$ cat config.mk
export PLATFORM = sky130hd
export DESIGN_NAME = button_debounce
export DESIGN_NICKNAME = d
export VERILOG_FILES = /design/src/rtl/button_debounce.sv
export SDC_FILE = /design/constraint.sdc
export NUM_CORES = 1
export LEC_CHECK = 0
export ABC_CLOCK_PERIOD_IN_PS = 2600
export CORE_MARGIN = 5
export CORE_UTILIZATION = 43
export DETAILED_ROUTE_END_ITERATION = 16
export GPL_ROUTABILITY_DRIVEN = 1
export SYNTH_ARGS = -nofsm -noshare
export SYNTH_HDL_FRONTEND = slang
export SYNTH_SLANG_ARGS = --single-unit
$ cat constraint.sdc
create_clock -name clk -period 2.6 [get_ports clk]
set_input_delay 0.52 -clock clk [delete_from_list [all_inputs] [get_ports clk]]
set_output_delay 0.52 -clock clk [all_outputs]
set_load 0.01 [all_outputs]
$ cat src/rtl/button_debounce.sv
// button_debounce: pad synchroniser plus counter-qualified debounce FSM emitting a clean level and
// press/release strobes. Long-press detection is built only when BUTTON_DEBOUNCE_LONG_PRESS_EN is defined.
//
// state        | meaning
// IDLE         | released and stable, waiting for sync=1
// PRESS_WAIT   | sync went high, counting consecutive high samples
// PRESSED      | press accepted, button_level=1
// RELEASE_WAIT | sync went low, counting consecutive low samples (level still 1)
module button_debounce #(
  parameter int SYNC_STAGES     = 2,
  parameter int DEBOUNCE_CYCLES = 500_000,
  parameter int LONG_CYCLES     = 50_000_000
) (
  input  logic clk,
  input  logic rst,
  input  logic button_raw,
  output logic button_level,
  output logic press_pulse,
  output logic release_pulse,
  output logic long_press_pulse
);

  localparam int DB_W = $clog2(DEBOUNCE_CYCLES);

  if (SYNC_STAGES < 2 || SYNC_STAGES > 4 || DEBOUNCE_CYCLES < 2 ||
      LONG_CYCLES <= DEBOUNCE_CYCLES) begin : g_bad_params
    $error("button_debounce: illegal parameter combination");
  end

  typedef enum logic [1:0] {
    IDLE         = 2'd0,
    PRESS_WAIT   = 2'd1,
    PRESSED      = 2'd2,
    RELEASE_WAIT = 2'd3
  } state_t;

  state_t                 state, state_nxt;
  logic [DB_W-1:0]        db_cnt, db_cnt_nxt;
  logic                   level_nxt, press_nxt, release_nxt;
  logic [SYNC_STAGES-1:0] sync_q;
  logic                   sync;

  assign sync = sync_q[SYNC_STAGES-1];

  always_ff @(posedge clk) begin
    if (rst) sync_q <= '0;
    else     sync_q <= {sync_q[SYNC_STAGES-2:0], button_raw};
  end

  always_ff @(posedge clk) begin
    if (rst) begin
      state         <= IDLE;
      db_cnt        <= '0;
      button_level  <= 1'b0;
      press_pulse   <= 1'b0;
      release_pulse <= 1'b0;
    end else begin
      state         <= state_nxt;
      db_cnt        <= db_cnt_nxt;
      button_level  <= level_nxt;
      press_pulse   <= press_nxt;
      release_pulse <= release_nxt;
    end
  end

  always_comb begin
    state_nxt   = state;
    db_cnt_nxt  = db_cnt;
    level_nxt   = button_level;
    press_nxt   = 1'b0;
    release_nxt = 1'b0;
    case (state)
      IDLE: begin
        if (sync) begin
          state_nxt  = PRESS_WAIT;
          db_cnt_nxt = DB_W'(1);
        end
      end
      PRESS_WAIT: begin
        if (!sync) begin
          state_nxt  = IDLE;
          db_cnt_nxt = '0;
        end else if (db_cnt == DB_W'(DEBOUNCE_CYCLES - 1)) begin
          state_nxt  = PRESSED;
          db_cnt_nxt = '0;
          level_nxt  = 1'b1;
          press_nxt  = 1'b1;
        end else begin
          db_cnt_nxt = db_cnt + DB_W'(1);
        end
      end
      PRESSED: begin
        if (!sync) begin
          state_nxt  = RELEASE_WAIT;
          db_cnt_nxt = DB_W'(1);
        end
      end
      RELEASE_WAIT: begin
        if (sync) begin
          state_nxt  = PRESSED;
          db_cnt_nxt = '0;
        end else if (db_cnt == DB_W'(DEBOUNCE_CYCLES - 1)) begin
          state_nxt   = IDLE;
          db_cnt_nxt  = '0;
          level_nxt   = 1'b0;
          release_nxt = 1'b1;
        end else begin
          db_cnt_nxt = db_cnt + DB_W'(1);
        end
      end
      default: begin
        state_nxt  = IDLE;
        db_cnt_nxt = '0;
        level_nxt  = 1'b0;
      end
    endcase
  end

`ifdef BUTTON_DEBOUNCE_LONG_PRESS_EN
  localparam int HOLD_W = $clog2(LONG_CYCLES + 1);

  logic [HOLD_W-1:0] hold_cnt;
  logic              long_q;

  // Saturating at LONG_CYCLES is what limits the strobe to once per press.
  always_ff @(posedge clk) begin
    if (rst) begin
      hold_cnt <= '0;
      long_q   <= 1'b0;
    end else begin
      long_q <= 1'b0;
      if (press_nxt) begin
        hold_cnt <= '0;
      end else if (button_level && hold_cnt != HOLD_W'(LONG_CYCLES)) begin
        hold_cnt <= hold_cnt + HOLD_W'(1);
        if (hold_cnt == HOLD_W'(LONG_CYCLES - 1)) long_q <= 1'b1;
      end
    end
  end

  assign long_press_pulse = long_q;
`else
  assign long_press_pulse = 1'b0;
`endif

endmodule

# Word level (Yosys, flattened, before mapping)
# Index checks and enable logic that the tools add are counted.
# word_totals
regBits	26
out_inout_bits	4
# classes
add_sub_neg	1
eq_ne	12
n_mux	19
bitwise_logic	3
n_reduce_logical	7
# op_table
cell	n
$mux 19	5
$pmux 19 s4	1
$add 19x1->19 const B	1
$eq 19x19->1 const B	1
$mux 2	6
$ne 2x2->1 const B	6
$pmux 2 s4	1
$ne 3x3->1 const B	2
$reduce_or 3->1	2
$mux 1	5
$reduce_and 5->1	1
$eq 2x2->1 const B	2
$reduce_and 4->1	1
$not 1->1	3
$eq 2x1->1 const B	1
$logic_not 2->1	1
$pmux 1 s2	1
$reduce_and 2->1	1
$reduce_bool 2->1	1

# Logic depth before layout (Yosys ltp)
# depth
ltp_word	4
mapped_depth	7

# Least setup slack after synthesis
# No wires, ideal clock.
# synth_path
path_type	flip-flop to flip-flop
from	register sync_q[1]
to	register db_cnt[17]
setup_ns	0.062
arrival_ns	1.501
required_ns	2.538
setup_slack_ns	1.037
stages_incl_launch_ff	6
path_buffers	0
synth_period_minus_slack_ns	1.563
cell_sequence	dfxtp_1 > xor2_2 > nand3b_4 > a21o_4 > or3_1 > nand3_1
# synth_via
elab_chain_len	2
elab_cells_between_ends	6
# synth_lines
item	line_no	source
start, declared	40	logic [SYNC_STAGES-1:0] sync_q;
start signal, assigned	47	else sync_q <= {sync_q[SYNC_STAGES-2:0], button_raw};
$mux 19, or another cell as far along	99	if (sync) begin
$pmux 19 s4 / $reduce_and 2->1 (equally long branches)	--	
end signal, assigned	59	db_cnt <= db_cnt_nxt;
end, declared	38	logic [DB_W-1:0] db_cnt, db_cnt_nxt;
# Several ways; a longest one is shown, not always the timed one.
# A chain may end at the register's enable or synchronous reset.

# Worst setup path after layout
# layout_path
from	register sync_q[1]
to	register db_cnt[12]
# Same word-level chain as after synthesis.

==> reports/metrics.csv <==
stage,metric,value,unit
worst_setup_path,rr_worst_depth,6,
global_route,track_usage,14.0,%
cts,path_clk_slew,0.15,ns
cts,cts_setup_buffers,0,
placement,port_buffers,5,
cts,cts_buffers,3,
layout,area_delta_synth_final,9.37,%
flow_run,maxCapViolations,0,
worst_setup_path,crit_fanout,11,
worst_setup_path,reg2reg_from,sync_q[1],
layout,final_cell_mix,"dfxtp_1, nand2_1, nand3_1",
routing,vias,1135,
timing,finalSetupViolations,0,
run_status,outcome,finished clean,
min_path,hold_start,sync_q[0],
global_route,grt_overflow,0,
timing,max_freq,535,MHz
power,cellPowerDensity,512,nW/um^2
cts,cts_tree,done,
placement,dp.final_hpwl,1830,microns
floorplan,num_rows,19,
timing,min_period,1.87,ns
cts,cts.path.max_buffers,2,
cts,insertion_delay,0.32,ns
worst_setup_path,required,2.84,ns
floorplan,ios,7,
floorplan,core-area,2810,sq um
layout,drive_above_1_share,7.55,%
synthesis,ys_seq_elements,26,
power,ir_drop,0.268,mV
synthesis,synth.distinct_cells,39,
global_route,antenna_found_initial,0,
min_path,hold_path_end,sync_q[1],
synthesis,syn_area,1280,sq um
routing,ant_nets,0,
worst_setup_path,start_kind,flop,
cts,cts_resized,0,
routing,vias_per_cell,5.97,
layout,final_common_cell,dfxtp_1,
power,finalPower,0.717,mW
cts,ctsRootBufferMaster,clkbuf_4,
timing,max_slew_margin,65.2,%
timing,hold_violations,0,
timing,rsz0062_at_grt,no,
timing,timing.setup.tns,0,ns
layout,antenna_cells,0,
synthesis,postSynthNetCount,159,
worst_setup_path,reg2reg_to,db_cnt[12],
global_route,grt_pass1_vias,1063,
placement,gp_congestion,0.782,
synthesis,ys_seq_area_share,40.6,%
worst_setup_path,end_kind,flop,
layout,nets,164,
timing,worst_slew_pin_slew,0.517,ns
timing,report.final.slew_viol_count,0,
synthesis,synth.avg_cell_area,8.27,sq um
floorplan,die_area,4170,sq um
routing,drt_first_iter_violations,50,
layout,final_core_util,50.0,%
floorplan,fp.dieW,64.6,microns
global_route,grt_pass1_wl,4770,microns
worst_setup_path,worstPathArrival,2.11,ns
cts,cts_hold_buf,0,
placement,place_area,1350,sq um
synthesis,syn_inst,155,
routing,firstDrtPassIters,4,
min_path,hp-class,flop to flop,
layout,fillers,281,
routing,routed_wl,2570,microns
floorplan,start_util,45.7,%
timing,skew,0.00589,ns
routing,wl_per_cell,13.5,microns
min_path,hold_depth,1,
timing,finalCritPeriodShare,71.9,%
layout,finalInstanceArea,1400,sq um
worst_setup_path,r2r_setup_slack,0.73,ns
cts,cts_sinks,26,
worst_setup_path,worstSetupPathType,flop to flop,
floorplan,die_h,64.6,microns
synthesis,yosysWarnings,0,
routing,drc_errors,0,
cts,cts_max_level,1,
global_route,grt_max_degree,17,
power,p_leak,0.512,nW
[cell families after synthesis]
logic type,after synthesis,share of synthesized area (%)
other,1,0.293
AND/OR/NAND/NOR,85,36.5
buffers and inverters,12,4.59
XOR/XNOR,1,1.27
AO/OA/AOI/OAI,27,14.2
flip-flops,26,40.6
adder cells (fa/ha/maj),1,0.976
multiplexers,2,1.56
[synthesized netlist by cell type]
| cell | n | area (sq um) |
|---|---|---|
| nand4b_1 | 1 | 8.76 |
| buf_2 | 2 | 10.0 |
| conb_1 | 1 | 3.75 |
| mux2i_1 | 2 | 20.0 |
| a21o_4 | 1 | 15.0 |
| a221o_1 | 1 | 10.0 |
| nor2_1 | 8 | 30.0 |
| or3_1 | 5 | 31.3 |
| xor2_2 | 1 | 16.3 |
| nor4b_1 | 1 | 8.76 |
| nand2_1 | 20 | 75.1 |
| dfxtp_1 | 26 | 521 |
| and3b_1 | 1 | 8.76 |
| a211oi_1 | 1 | 7.51 |
| nand3b_4 | 1 | 20.0 |
| inv_1 | 4 | 15.0 |
| nand3_1 | 18 | 90.1 |
| nand4_1 | 9 | 56.3 |
| clkbuf_1 | 4 | 15.0 |
| and2b_1 | 1 | 7.51 |
| a21oi_2 | 1 | 8.76 |
| and4_1 | 2 | 17.5 |
| nor2b_1 | 2 | 12.5 |
| o21ba_1 | 1 | 10.0 |
| buf_4 | 1 | 7.51 |
| nor3b_1 | 3 | 22.5 |
| nor3_1 | 6 | 30.0 |
| buf_6 | 1 | 11.3 |
| or3b_2 | 1 | 8.76 |
| nand3b_1 | 2 | 15.0 |
| nand2b_1 | 1 | 6.26 |
| a32oi_1 | 1 | 8.76 |
| o21ai_0 | 6 | 30.0 |
| nor4_1 | 3 | 18.8 |
| a21oi_1 | 7 | 35.0 |
| o21ai_1 | 1 | 5.00 |
| ha_1 | 1 | 12.5 |
| o311ai_1 | 3 | 26.3 |
| a31oi_1 | 4 | 25.0 |
[area by class of cell]
cell class	instances	area, sq um	area share, %
clock buffers	3	22.5	1.61
clock inverters	1	30.0	2.14
inverters	4	15.0	1.07
multi-input cells	117	702	50.1
flip-flops and latches	26	520	37.1
well taps	31	38.8	2.77
repair buffers	8	72.6	5.18
[per-layer routing]
layer	global-route usage (%)	wire length [microns]
met5	0	0
met4	6.07	41
met2	21.5	1160
met1	19.3	1300
met3	2.59	68
[worst max path at each step]
stage | end | from | cells after the start | slack [ns]
floorplan | db_cnt[17] | sync_q[1] | 5 | 1.04
global placement | db_cnt[14] | rst | 6 | 0.66
detailed placement | db_cnt[12] | rst | 6 | 0.59
CTS | db_cnt[12] | sync_q[1] | 6 | 0.73
global route | db_cnt[10] | sync_q[1] | 6 | 0.49
finish | db_cnt[12] | sync_q[1] | 6 | 0.73
[through the flow]
stage / setup slack, ns / instances / hold WS (ns)
final: 0.730 / 190 / 0.464
after global routing: 0.486 / 190 / 0.493
after CTS: 0.731 / 190 / 0.469
after detailed placement: 0.595 / 186 / 0.450
after global placement: 0.661 / 186 / 0.428
after floorplan: 1.04 / 155 / 0.414
[power breakdown]
group	switching (mW)	total (mW)	internal [mW]
registers	0.00397	0.407	0.403
logic	0.0163	0.0311	0.0148
clock network	0.123	0.279	0.156
total	0.144	0.717	0.573
[critical path, cell delays in order (launching register included)]
cell      delay (ns)
dfxtp_1         0.45
xor2_2          0.40
nand3b_4        0.19
a21oi_2         0.30
buf_4           0.25
nand3_1         0.09
o311ai_1        0.09
[sequential cells by signal (all words and copies together) (netlist names), named ones only]
| signal | flops |
|---|---|
| sync_q | 2 |
| state | 1 |
| release_pulse | 1 |
| db_cnt | 19 |
| button_level | 1 |
| press_pulse | 1 |
Note: power is estimated with default switching activity, not from simulation.
